===== src/rtl/div_iter.sv =====
// Iterative signed divider: restoring division on operand magnitudes,
// one quotient bit per cycle, result held until taken by the consumer.
module div_iter #(
  parameter int N = 16
) (
  input  logic         clk,
  input  logic         reset,
  input  logic         in_valid,
  output logic         in_ready,
  input  logic [N-1:0] a_in,
  input  logic [N-1:0] b_in,
  output logic         out_valid,
  input  logic         out_ready,
  output logic [N-1:0] q_out,
  output logic [N-1:0] r_out,
  output logic         dbz_out,
  output logic         ovf_out
);

  localparam int CW = $clog2(N+1);
  localparam logic [N-1:0] MAX_POS = {1'b0, {(N-1){1'b1}}};
  localparam logic [N-1:0] MIN_NEG = {1'b1, {(N-1){1'b0}}};

  typedef enum logic [1:0] {IDLE, BUSY, DONE} state_t;

  state_t        state, state_nxt;
  logic [CW-1:0] cnt;
  logic [N:0]    rem, rem_nxt;
  logic [N+1:0]  trial;
  logic [N-1:0]  quo, quo_nxt, dvs;
  logic [N-1:0]  a_mag, b_mag, q_fin, r_fin;
  logic          q_neg, r_neg, ovf_pend;
  logic          accept, last_iter;

  assign in_ready  = (state == IDLE) & ~reset;
  assign accept    = in_valid & in_ready;
  assign out_valid = (state == DONE);
  assign last_iter = (cnt == CW'(N-1));

  // Negating the most negative value wraps to itself, which is exactly
  // the correct unsigned magnitude 2^(N-1).
  assign a_mag = a_in[N-1] ? -a_in : a_in;
  assign b_mag = b_in[N-1] ? -b_in : b_in;

  always_comb begin
    trial   = {rem, quo[N-1]} - {2'b00, dvs};
    rem_nxt = trial[N+1] ? {rem[N-1:0], quo[N-1]} : trial[N:0];
    quo_nxt = {quo[N-2:0], ~trial[N+1]};
    q_fin   = q_neg ? -quo_nxt : quo_nxt;
    r_fin   = r_neg ? -rem_nxt[N-1:0] : rem_nxt[N-1:0];
  end

  always_comb begin
    state_nxt = state;
    case (state)
      IDLE: if (accept) state_nxt = (b_in == '0) ? DONE : BUSY;
      BUSY: if (last_iter) state_nxt = DONE;
      DONE: if (out_ready) state_nxt = IDLE;
      default: state_nxt = IDLE;
    endcase
  end

  always_ff @(posedge clk) begin
    if (reset) state <= IDLE;
    else       state <= state_nxt;
  end

  always_ff @(posedge clk) begin
    if (reset) begin
      cnt      <= '0;
      rem      <= '0;
      quo      <= '0;
      dvs      <= '0;
      q_neg    <= 1'b0;
      r_neg    <= 1'b0;
      ovf_pend <= 1'b0;
      q_out    <= '0;
      r_out    <= '0;
      dbz_out  <= 1'b0;
      ovf_out  <= 1'b0;
    end else begin
      case (state)
        IDLE: if (accept) begin
          cnt      <= '0;
          rem      <= '0;
          quo      <= a_mag;
          dvs      <= b_mag;
          q_neg    <= a_in[N-1] ^ b_in[N-1];
          r_neg    <= a_in[N-1];
          ovf_pend <= (a_in == MIN_NEG) && (b_in == '1);
          // Divide by zero skips the iterations and saturates toward a's sign.
          if (b_in == '0) begin
            q_out   <= a_in[N-1] ? MIN_NEG : MAX_POS;
            r_out   <= a_in;
            dbz_out <= 1'b1;
            ovf_out <= 1'b0;
          end
        end
        BUSY: begin
          cnt <= cnt + CW'(1);
          rem <= rem_nxt;
          quo <= quo_nxt;
          if (last_iter) begin
            q_out   <= ovf_pend ? MAX_POS : q_fin;
            r_out   <= ovf_pend ? '0 : r_fin;
            dbz_out <= 1'b0;
            ovf_out <= ovf_pend;
          end
        end
        default: ;
      endcase
    end
  end

endmodule

===== config.mk =====
export PLATFORM = sky130hd
export DESIGN_NAME = div_iter
export DESIGN_NICKNAME = d
export VERILOG_FILES = /design/src/rtl/div_iter.sv
export SDC_FILE = /design/constraint.sdc
export NUM_CORES = 1
export LEC_CHECK = 0
export CELL_PAD_IN_SITES_DETAIL_PLACEMENT = 0
export CELL_PAD_IN_SITES_GLOBAL_PLACEMENT = 1
export CORE_UTILIZATION = 38
export CTS_BUF_LIST = sky130_fd_sc_hd__clkbuf_16
export CTS_CLUSTER_DIAMETER = 40
export DETAILED_ROUTE_END_ITERATION = 7
export HOLD_SLACK_MARGIN = 0.02
export PLACE_DENSITY_LB_ADDON = 0.15
export SYNTH_ARGS = -nofsm -noshare
export SYNTH_HDL_FRONTEND = slang
export SYNTH_SLANG_ARGS = --single-unit
export TNS_END_PERCENT = 20

===== constraint.sdc =====
create_clock -name clk -period 3.8 [get_ports clk]
set_input_delay 1.14 -clock clk [delete_from_list [all_inputs] [get_ports clk]]
set_output_delay 1.14 -clock clk [all_outputs]
set_load 0.05 [all_outputs]

==> flow_summary.toml, run 1 <==
[synthesis]
synth-simple-area-share_pct = 23.06
synth-xor-area-share_pct = 7.582
synth_edf_count = 0
synth_area_per_cell_sq_um = 7.673
yosysSeqAreaShare_pct = 29.30
postSynth.asyncResetShare_pct = 0
synth_fa_ha_area_share_pct = 4.844
synth_mux_area_share_pct = 4.214
ys_seq_elements = 93
synth_top_family_by_area = "compound AO/OA/AOI/OAI gates"
yosys_warnings = 0
synth_compound_area_share_pct = 25.05
synthTopCellsByCount = "dfxtp_1 (93), nand2_1 (91), nor2_1 (72), a21oi_1 (67), o21ai_0 (48)"
syn_area_sq_um = 6354
syn_nets = 888
synth_cell_types = 74
synthCells = 828
yosysMostFrequentCell = "dfxtp_1"
synth_top_cell_by_area = "dfxtp_1"
synthFlopType = "dfxtp_1"
yosysTopAreaCellShare_pct = 29.30
synth.area.top_cells = "dfxtp_1 (29%), nand2_1 (5.4%), a21oi_1 (5.3%), xnor2_1 (4.8%), ha_1 (4.5%)"

[global_route]
grt_pass1_wl_um = 32150
grt_busiest_layer = "met2"
use_met1_pct = 33.43
grt_pass1_vias = 5881
groute.layer.met3.usage_pct = 3.472
use_met2_pct = 36.61
antenna_found_initial = 0
grt_start_max_net_pins = 48
overflow = 0
gr-usage-all-layers_pct = 23.38

[clocking]
holdBufCountCts = 0
root_buffer = "clkbuf_16"
cts_buffer_depth = 2
clkTransAtPathRegs_ps = 80
clock_sinks = 93
clock_latency_ps = 360
cts_tree = "yes"
h-tree-depth = 3
cts_inserted_buffers = 9

[worst_setup_path]
worst-r2r-setup-slack_ps = 240
critPathLaunchType = "register"
end_kind = "register"
worstPathMaxFanout = 4
critPathKind = "reg -> reg"
r2r.worst_path.cells = 15
cp_cell_sequence = "inv_1 -> ha_1 -> a21o_1 -> a211o_1 -> a22oi_1 -> o211a_4 -> mux2i_2 -> ha_1 -> inv_1 -> a2111o_1 -> nor3_2 -> mux2i_1 -> a22oi_1 -> a211oi_1 -> or3_1"
cp_slowest_stage_delay_ps = 320
critical_path_buf_inv_count = 2
slowest_stage = "a2111o_1"
critPathTopFamily = "compound AO/OA/AOI/OAI gates"
crit_required_ps = 4050
worstSetupPathDepth = 15
crit_arrival_ps = 3810

[floorplanning]
coreArea_sq_um = 16120
rows = 46
start_util_pct = 39.43
die_x_um = 131.3
die_height_um = 131.3
dieArea_sq_um = 17240
num_io_pins = 72

[drt]
post-route-drc-count = 0
dr.pass1.iters = 5
vias = 6290
viasPerCell = 5.591
detail-route-antenna-nets = 0
drtIter0Drc = 469
post_drt_wl_per_cell_um = 17.83
finalWirelength_um = 20060

[layout]
nets = 964
antennaDiodeCount = 0
area_growth_syn_to_layout_pct = 23.12
final_area_sq_um = 7823
drive_above_1_share_pct = 11.11
n_fill_cell = 1597

[power_and_ir_drop]
ir_drop_mv = 0.5889
p_leak_nw = 2.981
power_density_nw_per_um2 = 820.7

[sta]
hold_violations = 0
max_freq_mhz = 280.6
min_period_ps = 3563
worst_pin_slew_ps = 1299
fin_skew_ps = 12.12
relSlewSlack_pct = 13.10
finalSetupViolCount = 0
fin_tns_setup_ps = 0
final_max_slew_viol_count = 0
layout_setup_ws_ps = 236.8
post-route-period-util_pct = 93.77
rsz0062_at_grt = "false"

[place]
pre_cts_ws_ps = 47.95
place_area_sq_um = 7476
hpwl_um = 15180
portBuffers = 71
routabilityCongestion = 0.8367

[run]
maxCapViolCount = 0

[worst_hold_path]
hp-class = "reg -> reg"
holdPathStages = 2

[outcome]
status = "finished, final reports clean"
-- layout by cell type, fill, tap and decap left out, types with 15 or more instances in the layout --
| cell type | synthesis | final |
|---|---|---|
| dfxtp_1 | 93 | 93 |
| nand2_1 | 91 | 91 |
| nor2_1 | 72 | 72 |
| clkdlybuf4s50_1 | 0 | 69 |
| a21oi_1 | 67 | 67 |
| o21ai_0 | 48 | 48 |
| buf_4 | 4 | 47 |
| inv_1 | 36 | 36 |
| xnor2_1 | 35 | 35 |
| nand3_1 | 27 | 27 |
| or3_1 | 23 | 23 |
| ha_1 | 23 | 22 |
| xor2_1 | 20 | 20 |
| mux2i_1 | 20 | 19 |
| a22oi_1 | 15 | 15 |
-- logic make-up after synthesis --
family          Yosys count
fa+ha+maj                24
compound gates          240
xor+xnor                 55
buf+inv                  91
flops                    93
simple gates            299
mux                      26
-- state kept, by name, indices dropped and copies added, names as in the netlist, 2 cells and up --
register	count
quo	16
r_out	16
q_out	16
rem	17
state	2
dvs	16
cnt	5
-- worst reg2reg max path: stages, from the launching register on --
cell and delay (ps):
dfxtp_1 310, inv_1 80, ha_1 310, a21o_1 190, a211o_1 300, a22oi_1 230
o211a_4 270, mux2i_2 280, ha_1 200, inv_1 50, a2111o_1 320, nor3_2 150
mux2i_1 140, a22oi_1 210, a211oi_1 110, or3_1 310
-- through the flow --
stage / power (mW) / instances / util [%] / hold WS [ps]
5_1_grt: 6.847 / 1125 / 48.54 / 461.2
2_1_floorplan: 4.353 / 828 / - / 431.9
6_report: 6.420 / 1125 / 48.54 / 451.9
3_3_place_gp: 5.283 / 1109 / 46.39 / 430.9
4_1_cts: 6.309 / 1125 / 48.32 / 448.2
3_5_place_dp: 5.312 / 1109 / 46.39 / 437.2
-- timing repair --
action                                  in CTS  in global routing
resized for setup                            0                  8
endpoints found under the setup margin       0                  3
buffers inserted                             0                  0
-- area by class of cell --
| cell class | count | area [sq um] | share of cell area (%) |
|---|---|---|---|
| inverter | 37 | 141.4 | 1.807 |
| clock buffer | 9 | 225.2 | 2.879 |
| tap | 216 | 270.3 | 3.455 |
| timing repair buffer | 119 | 1089 | 13.92 |
| sequential | 93 | 1862 | 23.80 |
| clock inverter | 7 | 86.33 | 1.104 |
| multi-input combinational | 644 | 4149 | 53.04 |
-- worst paths after layout --
kind                               start                endpoint
setup / recovery    dvs[14]$_SDFFE_PP0P_  r_out[14]$_SDFFE_PP0P_
hold / removal    q_out[11]$_SDFFE_PP0P_  q_out[11]$_SDFFE_PP0P_
setup reg to reg    dvs[14]$_SDFFE_PP0P_  r_out[14]$_SDFFE_PP0P_
hold reg to reg   q_out[11]$_SDFFE_PP0P_  q_out[11]$_SDFFE_PP0P_
-- report_power, final --
group / switching (mW) / internal, mW
Combinational: 2.50 / 1.75
Clock: 0.459 / 0.528
Sequential: 0.114 / 1.07
Total: 3.07 / 3.35
-- metal layers --
metal  routed length (um)  up-vias
met5                    0        -
met4                  200        0
met3                  821       14
met2                 9016      147
met1                10020     3009
li1                     -     3120
Power figures use the tool's default switching activity.
==> run 2, diff against run 1 <==
- CAP_MARGIN: default -> 0
- CORE_UTILIZATION: 38 -> 42
- PLACE_DENSITY: default -> 0.81
- PLACE_DENSITY_LB_ADDON: 0.15 -> default
- clock period: 3.8 -> 3.94 ns (I/O delays scaled with it)
==> flow_summary.toml, run 2 (synthesized netlist as in run 1, its figures left out) <==
[layout]
nets = 948
n_fill_cell = 1418
antennaDiodeCount = 0
final_cell_mix = "dfxtp_1 (92), nand2_1 (91), nor2_1 (72), clkdlybuf4s50_1 (69), a21oi_1 (67)"
final_area_sq_um = 7642
largest_register_ffs = 17
layout_commonest_cell = "dfxtp_1"
top_register = "rem"
drive_above_1_share_pct = 9.518
area_growth_syn_to_layout_pct = 20.28

[run]
maxCapViolCount = 0

[global_route]
grt_pass1_vias = 5816
overflow = 0
gr-usage-all-layers_pct = 24.97
grt_busiest_layer = "met2"
grt_pass1_wl_um = 30840
grt_start_max_net_pins = 91
use_met2_pct = 38.45
groute.layer.met3.usage_pct = 4.022
antenna_found_initial = 0
use_met1_pct = 35.65

[power_and_ir_drop]
ir_drop_mv = 0.6346
p_leak_nw = 2.893
power_density_nw_per_um2 = 806.0

[sta]
fin_skew_ps = 7.834
final_max_slew_viol_count = 0
max_freq_mhz = 268.8
finalSetupViolCount = 0
worst_pin_slew_ps = 1260
post-route-period-util_pct = 94.43
relSlewSlack_pct = 15.71
min_period_ps = 3720
hold_violations = 0
timing.hold.ws_ps = 445.9

[drt]
vias = 6346
post-route-drc-count = 8
post_drt_wl_per_cell_um = 18.08
drtIter0Drc = 602
detail-route-antenna-nets = 0
finalWirelength_um = 19480
dr.pass1.iters = 8
viasPerCell = 5.892

[clocking]
clkTransAtPathRegs_ps = 70
cts_tree = "yes"
cts_buffer_depth = 2
h-tree-depth = 3
cts_inserted_buffers = 9
clock_latency_ps = 350
root_buffer = "clkbuf_16"
clock_sinks = 93

[worst_setup_path]
end_kind = "register"
crit_arrival_ps = 3960
critPathLaunchType = "register"
crit_required_ps = 4180
worstPathMaxFanout = 5
critPathKind = "reg -> reg"

[floorplanning]
die_x_um = 125.0
rows = 44
num_io_pins = 72
dieArea_sq_um = 15620
coreArea_sq_um = 14640
start_util_pct = 43.39
die_height_um = 125.0

[place]
hpwl_um = 14470
place_area_sq_um = 7316
portBuffers = 71
routabilityCongestion = 0.8768

[outcome]
status = "finished, violations left"
violations = "DRC"

[worst_hold_path]
hp-class = "reg -> reg"
-- run 2: cell types whose count changed in the layout (fill, tap and decap cells not counted), sizes merged --
cell | before | now
clkinvlp | 1 | 0
buf | 50 | 34
clkinv | 0 | 2
inv | 42 | 41
-- run 2: cell type report --
type | count | area [sq um] | area share, %
Inverter | 37 | 141.4 | 1.850
Sequential cell | 93 | 1863 | 24.38
Clock inverter | 7 | 72.57 | 0.9496
Tap cell | 184 | 230.2 | 3.012
Timing Repair Buffer | 103 | 968.4 | 12.67
Clock buffer | 9 | 225.2 | 2.947
Multi-Input combinational cell | 644 | 4141 | 54.19
-- run 2: worst max-delay path: stages (launching register included) --
cell and delay [ps]:
dfxtp_1 310, inv_1 50, ha_1 350, o211ai_2 180, a21oi_2 80, o21ba_1 250
o211ai_1 240, o211a_4 260, inv_4 40, o21ai_0 230, inv_1 80, ha_1 200
inv_1 140, a2111o_1 160, nor3_2 60, mux2i_1 270, a22oi_1 130, and4b_1 230
or3_1 340
-- run 2: final timing paths --
check                                             from                      to  slack, ps  depth (start not counted)
worst max-delay path               dvs[2]$_SDFFE_PP0P_  r_out[14]$_SDFFE_PP0P_        220                         18
worst min-delay path            q_out[13]$_SDFFE_PP0P_  q_out[13]$_SDFFE_PP0P_        450                          2
worst max register to register     dvs[2]$_SDFFE_PP0P_  r_out[14]$_SDFFE_PP0P_        220                         18
worst min register to register  q_out[13]$_SDFFE_PP0P_  q_out[13]$_SDFFE_PP0P_        450                          2
-- run 2: where the power goes --
| part | internal (mW) | switching, mW | leakage (nW) |
|---|---|---|---|
| clock network | 0.496 | 0.400 | 0.150 |
| registers | 1.03 | 0.120 | 0.755 |
| logic | 1.67 | 2.44 | 1.99 |
-- run 2: metrics by stage --
stage | total power [mW] | cells | TNS (ps) | utilization, % | worst slack, ps
after floorplan | 4.198 | 828 | 0 | - | 175.0
after global placement | 5.022 | 1061 | 0 | 49.96 | 118.0
after detailed placement | 5.121 | 1061 | 0 | 49.96 | 31.10
after CTS | 6.019 | 1077 | 0 | 51.99 | 142.3
after global routing | 6.568 | 1077 | -52.07 | 52.19 | -52.07
final | 6.160 | 1077 | 0 | 52.19 | 219.6
-- run 2: routing by layer --
| layer | up-vias | part of all wire [%] | wire length [um] |
|---|---|---|---|
| li1 | 3091 | - | - |
| met1 | 3015 | 48 | 9370 |
| met2 | 214 | 45 | 8684 |
| met3 | 26 | 5.7 | 1105 |
| met4 | 0 | 1.6 | 317 |
| met5 | - | 0 | 0 |
-- run 2: repair_timing --
item | CTS | global route
setup endpoints to repair | 0 | 3
setup buffers | 0 | 0
gates resized for setup | 0 | 9
hold buffers | 0 | 0
